### config.mk
export PLATFORM = sky130hd
export DESIGN_NAME = id_hazard_ctrl
export DESIGN_NICKNAME = d
export VERILOG_FILES = /design/src/rtl/id_hazard_ctrl.sv
export SDC_FILE = /design/constraint.sdc
export NUM_CORES = 1
export LEC_CHECK = 0
export ABC_AREA = 1
export BUFFER_PORTS_ARGS = -buffer_cell sky130_fd_sc_hd__buf_4
export CORE_UTILIZATION = 39
export DETAILED_ROUTE_END_ITERATION = 10
export PLACE_DENSITY = 0.77
export SKIP_LAST_GASP = 1
export SLEW_MARGIN = 20
export SYNTH_ARGS = -nofsm -noshare
export SYNTH_HDL_FRONTEND = slang
export SYNTH_SLANG_ARGS = --single-unit
### constraint.sdc
create_clock -name clk -period 1.5 [get_ports clk]
set_input_delay 0.3 -clock clk [delete_from_list [all_inputs] [get_ports clk]]
set_output_delay 0.3 -clock clk [all_outputs]
set_load 0.03 [all_outputs]
### src/rtl/id_hazard_ctrl.sv
// Decode-stage sequencer: IF/ID register, ID/EX tracker, load-use stall, branch flush, mem freeze.
// Optional performance counters enabled by defining HAZ_PERF_CNT_EN (otherwise tied to 0).
module id_hazard_ctrl #(
    parameter int          XLEN      = 32,
    parameter logic [31:0] NOP_INSTR = 32'h0000_0013
) (
    input  logic            clk,
    input  logic            rst_n,
    input  logic            if_valid,
    input  logic [31:0]     if_instr,
    input  logic [XLEN-1:0] if_pc,
    input  logic [4:0]      dec_rs1_addr,
    input  logic [4:0]      dec_rs2_addr,
    input  logic [6:0]      dec_opcode,
    input  logic            dec_r_type,
    input  logic            dec_i_type,
    input  logic            dec_s_type,
    input  logic            dec_b_type,
    input  logic            dec_u_type,
    input  logic            dec_j_type,
    input  logic            ex_branch_taken,
    input  logic            mem_busy,
    output logic            id_valid,
    output logic [31:0]     id_instr,
    output logic [XLEN-1:0] id_pc,
    output logic            pc_en,
    output logic            ex_issue,
    output logic            stall_o,
    output logic            flush_o,
    output logic [31:0]     stall_cnt,
    output logic [31:0]     flush_cnt,
    output logic [31:0]     freeze_cnt
);
    localparam logic [6:0] OP_LOAD = 7'b0000011;

    typedef enum logic [1:0] {RUN, LU_STALL, FLUSH} state_t;

    state_t            state_q, state_d;
    logic              id_valid_q, id_valid_d;
    logic [31:0]       id_instr_q, id_instr_d;
    logic [XLEN-1:0]   id_pc_q, id_pc_d;
    logic              ex_valid_q, ex_valid_d;
    logic [4:0]        ex_rd_q, ex_rd_d;
    logic              ex_load_q, ex_load_d;
    logic              rs1_used, rs2_used, hazard;
    logic              unused_type_flags;

    // U/J formats read no registers; their flags only matter by absence from the use terms.
    assign unused_type_flags = dec_u_type | dec_j_type;

    always_comb begin
        rs1_used = dec_r_type | dec_i_type | dec_s_type | dec_b_type;
        rs2_used = dec_r_type | dec_s_type | dec_b_type;
        hazard   = id_valid_q & ex_valid_q & ex_load_q & (ex_rd_q != 5'd0) &
                   ((rs1_used & (dec_rs1_addr == ex_rd_q)) |
                    (rs2_used & (dec_rs2_addr == ex_rd_q)));

        state_d    = state_q;
        id_valid_d = id_valid_q;
        id_instr_d = id_instr_q;
        id_pc_d    = id_pc_q;
        ex_valid_d = ex_valid_q;
        ex_rd_d    = ex_rd_q;
        ex_load_d  = ex_load_q;
        pc_en      = 1'b0;
        ex_issue   = 1'b0;
        stall_o    = 1'b0;
        flush_o    = 1'b0;

        if (rst_n) begin
            stall_o = (state_q == LU_STALL);
            flush_o = (state_q == FLUSH);
            if (mem_busy) begin
                // whole pipeline frozen: hold everything
            end else if (ex_branch_taken) begin
                pc_en      = 1'b1;
                id_valid_d = 1'b0;
                id_instr_d = NOP_INSTR;
                ex_valid_d = 1'b0;
                state_d    = FLUSH;
            end else if (hazard) begin
                ex_valid_d = 1'b0;
                state_d    = LU_STALL;
            end else begin
                pc_en      = 1'b1;
                ex_issue   = id_valid_q;
                id_valid_d = if_valid;
                id_instr_d = if_valid ? if_instr : NOP_INSTR;
                id_pc_d    = if_pc;
                ex_valid_d = id_valid_q;
                if (id_valid_q) begin
                    ex_rd_d   = id_instr_q[11:7];
                    ex_load_d = (dec_opcode == OP_LOAD);
                end
                state_d = RUN;
            end
        end
    end

    always_ff @(posedge clk) begin
        if (!rst_n) begin
            state_q    <= RUN;
            id_valid_q <= 1'b0;
            id_instr_q <= NOP_INSTR;
            id_pc_q    <= '0;
            ex_valid_q <= 1'b0;
            ex_rd_q    <= 5'd0;
            ex_load_q  <= 1'b0;
        end else begin
            state_q    <= state_d;
            id_valid_q <= id_valid_d;
            id_instr_q <= id_instr_d;
            id_pc_q    <= id_pc_d;
            ex_valid_q <= ex_valid_d;
            ex_rd_q    <= ex_rd_d;
            ex_load_q  <= ex_load_d;
        end
    end

    assign id_valid = id_valid_q;
    assign id_instr = id_instr_q;
    assign id_pc    = id_pc_q;

`ifdef HAZ_PERF_CNT_EN
    logic [31:0] stall_cnt_q, stall_cnt_d;
    logic [31:0] flush_cnt_q, flush_cnt_d;
    logic [31:0] freeze_cnt_q, freeze_cnt_d;

    // Counters saturate rather than wrap so long runs never report a small bogus value.
    always_comb begin
        stall_cnt_d  = stall_cnt_q;
        flush_cnt_d  = flush_cnt_q;
        freeze_cnt_d = freeze_cnt_q;
        if (mem_busy) begin
            if (freeze_cnt_q != 32'hFFFF_FFFF) freeze_cnt_d = freeze_cnt_q + 32'd1;
        end else if (ex_branch_taken) begin
            if (flush_cnt_q != 32'hFFFF_FFFF) flush_cnt_d = flush_cnt_q + 32'd1;
        end else if (hazard) begin
            if (stall_cnt_q != 32'hFFFF_FFFF) stall_cnt_d = stall_cnt_q + 32'd1;
        end
    end

    always_ff @(posedge clk) begin
        if (!rst_n) begin
            stall_cnt_q  <= 32'd0;
            flush_cnt_q  <= 32'd0;
            freeze_cnt_q <= 32'd0;
        end else begin
            stall_cnt_q  <= stall_cnt_d;
            flush_cnt_q  <= flush_cnt_d;
            freeze_cnt_q <= freeze_cnt_d;
        end
    end

    assign stall_cnt  = stall_cnt_q;
    assign flush_cnt  = flush_cnt_q;
    assign freeze_cnt = freeze_cnt_q;
`else
    assign stall_cnt  = 32'd0;
    assign flush_cnt  = 32'd0;
    assign freeze_cnt = 32'd0;
`endif

endmodule

== Yosys cells after proc, flatten, opt, wreduce, memory -nomap -nowiden ==
Index checks and enable logic that the tools add are counted.

* Equal/unequal tests: 6
* Mux-type cells: 17
* Bitwise logic cells: 15
* Reductions and logical operators: 4

{| class="wikitable"
|+ Operators with widths
! cell !! count
|-
| $mux W32 || 3
|-
| $mux W1 || 13
|-
| $eq A5 B5 Y1 || 2
|-
| $eq A7 B2 Y1 const B || 1
|-
| $and A1 B1 Y1 || 6
|-
| $or A1 B1 Y1 || 6
|-
| $reduce_bool A5 Y1 || 1
|-
| $reduce_and A4 Y1 || 1
|-
| $not A1 Y1 || 3
|-
| $reduce_and A3 Y1 || 1
|-
| $eq A2 B1 Y1 const B || 1
|-
| $eq A2 B2 Y1 const B || 1
|-
| $mux W2 || 1
|-
| $ne A2 B2 Y1 const B || 1
|-
| $reduce_and A2 Y1 || 1
|}

* Register bits after elaboration: 74
* Input bits: 92
* Output and inout bits: 165
* Logic and storage cells: 49

== Depth between registers and ports, before layout ==
* Depth in word-level cells: 10
* Depth in mapped cells: 13
* Gate-level depth less buffers: 12

== Worst setup path after synthesis ==
OpenSTA, ideal clock, no wires.

* Kind: flip-flop to output port
* From: reg id_valid_q, in the netlist id_valid
* To: out pc_en
* Data arrival time: 1.566 ns
* Required time: 1.200 ns
* Slack: -0.366 ns
* Stages on the path, launching flop included: 8
* Buffers on the path: 2
* Path through: dfxtp_1 buf_2 nand4_1 inv_1 nand3_2 nand2_4 buf_4 nor2_1

* Word-level cells in the longest chain between the ends: 8

{| class="wikitable"
|+ RTL lines
! item !! line !! RTL
|-
| from (decl) || 39 || <nowiki>logic id_valid_q, id_valid_d;</nowiki>
|-
| from (signal assigned) || 111 || <nowiki>id_valid_q <= id_valid_d;</nowiki>
|-
| $and A1 B1 Y1 (4 in a row) || 54 || <nowiki>hazard = id_valid_q & ex_valid_q & ex_load_q & (ex_rd_q != 5'd0) &</nowiki>
|-
| $mux W1 || 81 || <nowiki>end else if (hazard) begin</nowiki>
|-
| $mux W1 || 75 || <nowiki>end else if (ex_branch_taken) begin</nowiki>
|-
| $mux W1 || 73 || <nowiki>if (mem_busy) begin</nowiki>
|-
| $mux W1 || 70 || <nowiki>if (rst_n) begin</nowiki>
|-
| to (decl) || 26 || <nowiki>output logic pc_en,</nowiki>
|}

No other way between the ends.

== Worst setup path in the final report ==
* From: reg ex_rd_q[0]
* To: out pc_en

* Word-level cells in the longest chain between the ends: 8
* Elaborated cells between the ends (all ways): 12
* Classes of those cells: eq/ne (2); mux (4); bitwise (5); reduce/logical (1)

{| class="wikitable"
|+ RTL lines
! item !! line !! RTL
|-
| from (decl) || 43 || <nowiki>logic [4:0] ex_rd_q, ex_rd_d;</nowiki>
|-
| from (signal assigned) || 115 || <nowiki>ex_rd_q <= ex_rd_d;</nowiki>
|-
| $eq A5 B5 Y1, on equally long branches || 55, 56 ||
|-
| $and A1 B1 Y1, on equally long branches || 55, 56 ||
|-
| $or A1 B1 Y1 || 55 || <nowiki>((rs1_used & (dec_rs1_addr == ex_rd_q)) |</nowiki>
|-
| $and A1 B1 Y1 * || 54 ||
|-
| $mux W1 * || 81 ||
|-
| $mux W1 * || 75 ||
|-
| $mux W1 * || 73 ||
|-
| $mux W1 * || 70 ||
|}

Mark *: on every way between the ends. The rest lies on a longest branch, timed or not.

==> reports/results.tsv <==
metric	value	unit
die-height	103.9	um
met3_usage	0.05890	
rr_endpoint	ex_rd_q[0]	
finalHoldViolCount	0	
drive_gt1_frac	0.4343	
antenna_left	0	
vias	3838	
power_density	834.5	nW/um^2
cts_tree	done	
wire_per_inst	12.14	um
path_class	flip-flop to primary output	
seq_area_frac_synth	0.3655	
die-area	10800	sq um
outcome	finished with violations	
worst_setup_path_end_kind	primary output	
comb_power_share	0.241	
slew_viol_final	0	
hold_path_startpoint	mem_busy	
hold_class	input pin to flip-flop	
coreArea	9910	sq um
antenna_found_initial	0	
synth_edf_count	0	
hold_depth	2	
power_switching	0.001605	W
portBuffers	158	
cts.htree.levels	3	
nets	856	
dp_hpwl	7041	um
internal_power	0.003589	W
regToRegSetupSlack	-310	ps
cp_max_fo	4	
syn-cell-area	4053	sq um
max_freq	538.4	MHz
yosysTopAreaCell	dfxtp_1	
grt_pass1_vias	3351	
fin_crit	1857	ps
vdd_ir_drop_max	0.5097	mV
setup_viol	74	
rr_worst_depth	14	
syn_to_final_growth	53.60	%
routed_via_density	4.255	
io-pin-count	257	
setup_ws	-357.3	ps
rows	36	
cpPeakStageDelay	380	ps
clkLatencyLatePin	340	ps
rsz0062_at_grt	true	
ys_ff_latch	74	
ys_async_sr_fraction	0	
grt_use_total	0.1867	
seq_power_share	0.401	
start_util	0.4090	
slowest_stage	dfxtp_4	
firstDrtPassIters	6	
hold_end	state_q[0]	
leakage	3.322	nW
grt_pass1_wl	16190	um
avgSynthCellArea	7.122	sq um
maxCapViolations	0	
cts_made_buffers	9	
synth.top_cell.area_share	0.3655	
path_cells	inv_2 > nand2_2 > nand2_2 > nor2_2 > nand3_2 > nand2_4 > nand3_4 > nand2_4 > nor2_2 > buf_6	
final_util	0.6282	
n_antenna_cell	0	
fp.dieW	103.9	um
skew	8.687	ps
synth_flop_cell	dfxtp_1	
clkPwrFrac	0.358	
setup_tns	-14890	ps
grt_busiest_layer	met2	
clock_tree.buffer_depth	2	
netlist-cell-type-count	27	
clk_pin_slew	80	ps
finalCritPeriodShare	1.238	
violations	setup timing	
reg2reg_from	ex_rd_q[0]	
ys_warn_count	0	
hold_buffers	0	
switching_share	0.3090	
pre_cts_ws	-152.0	ps
grt-ovfl-total	0	
place.gp.congestion	0.7563	
fill_cells	879	
grt_start_max_net_pins	39	
startpoint_type	flip-flop	
synthTopCellsByArea	dfxtp_1, buf_4, nand2_1	
netlist_top_cells_count	nand2_1, buf_4, dfxtp_1	
drt_iter0_drc	98	
yosysMostFrequentCell	nand2_1	
clock_sinks	74	
clock-root-buffer	clkbuf_8	
crit_arrival	1560	ps
required	1200	ps
use_met1	0.2074	
synthCells	569	
wl	10950	um
use_met2	0.3400	
drc	0	
cells in the final DEF (no fill, tap or decap), types with 10 or more instances in the layout:
| cell type | count |
|---|---|
| nand3_2 | 13 |
| inv_1 | 67 |
| conb_1 | 96 |
| nand2_4 | 17 |
| nand2_1 | 116 |
| a21oi_2 | 25 |
| nor2_1 | 13 |
| dfxtp_1 | 68 |
| nand4_1 | 10 |
| nand2_2 | 18 |
| nand3_1 | 45 |
| buf_4 | 183 |
cell families after synthesis:
kind of cell | share of synthesized area
AO/OA/AOI/OAI | 0.06144
XOR/XNOR | 0.01081
buffers and inverters | 0.2865
flip-flops | 0.3655
other | 0.0009253
AND/OR/NAND/NOR | 0.2748
state kept, by name, indices dropped and copies added, names as in the netlist:
name,count
id_instr,32
id_pc,32
ex_rd_q,5
ex_load_q,1
ex_valid_q,1
state_q,2
id_valid,1
power by group through the flow:
stage          Clock [W]  Sequential [W]  Combinational [W]
3_3_place_gp           0         0.00212            0.00106
6_report         0.00186         0.00208            0.00125
4_1_cts          0.00193         0.00207            0.00117
2_1_floorplan          0         0.00224           0.000771
3_5_place_dp           0         0.00212            0.00107
5_1_grt          0.00202         0.00209            0.00133
per-stage QoR:
stage / cells / hold slack (ps) / cell area (sq um) / total power, W
detailed placement: 856 / 444.3 / 5099 / 0.003187
floorplan: 664 / 391.3 / 4428 / 0.003013
finish: 902 / 195.4 / 6225 / 0.005194
CTS: 899 / 164.8 / 5861 / 0.005173
global route: 902 / 185.9 / 6225 / 0.005441
global placement: 856 / 441.1 / 5099 / 0.003179
worst max-delay path, delay by kind of cell (launching register included):
kind / cells / cell delay, ps
flops: 1 / 380
simple gates: 8 / 640
buf+inv: 2 / 190
worst max path at each step:
| stage | endpoint | slack [ps] | startpoint |
|---|---|---|---|
| 6_report | pc_en | -360 | ex_rd_q[0] |
| 5_1_grt | pc_en | -490 | ex_rd_q[4] |
| 4_1_cts | pc_en | -400 | ex_rd_q[0] |
| 3_5_place_dp | pc_en | -150 | ex_rd_q[4] |
| 3_3_place_gp | pc_en | -120 | dec_rs1_addr[0] |
| 2_1_floorplan | pc_en | -170 | id_valid |
timing repair:
item,4_1_cts,5_1_grt
endpoints found under the setup margin,74,75
gates cloned,8,3
buffers inserted,20,5
resized for setup,44,97
pin swaps,15,31
per-layer routing:
metal	routed length, um	part of all wire
met4	187	0.017
met3	736	0.067
met1	4210	0.38
met5	0	0
met2	5817	0.53
area by class of cell:
type | count | area, sq um | area share
repair buffers | 210 | 1881 | 0.3021
multi-input cells | 396 | 2168 | 0.3483
clock buffers | 9 | 123.9 | 0.01990
well taps | 133 | 166.4 | 0.02673
clock inverters | 7 | 117.6 | 0.01889
flip-flops and latches | 74 | 1494 | 0.2400
inverters | 73 | 274.0 | 0.04402
Note: power is estimated with default switching activity, not from simulation.
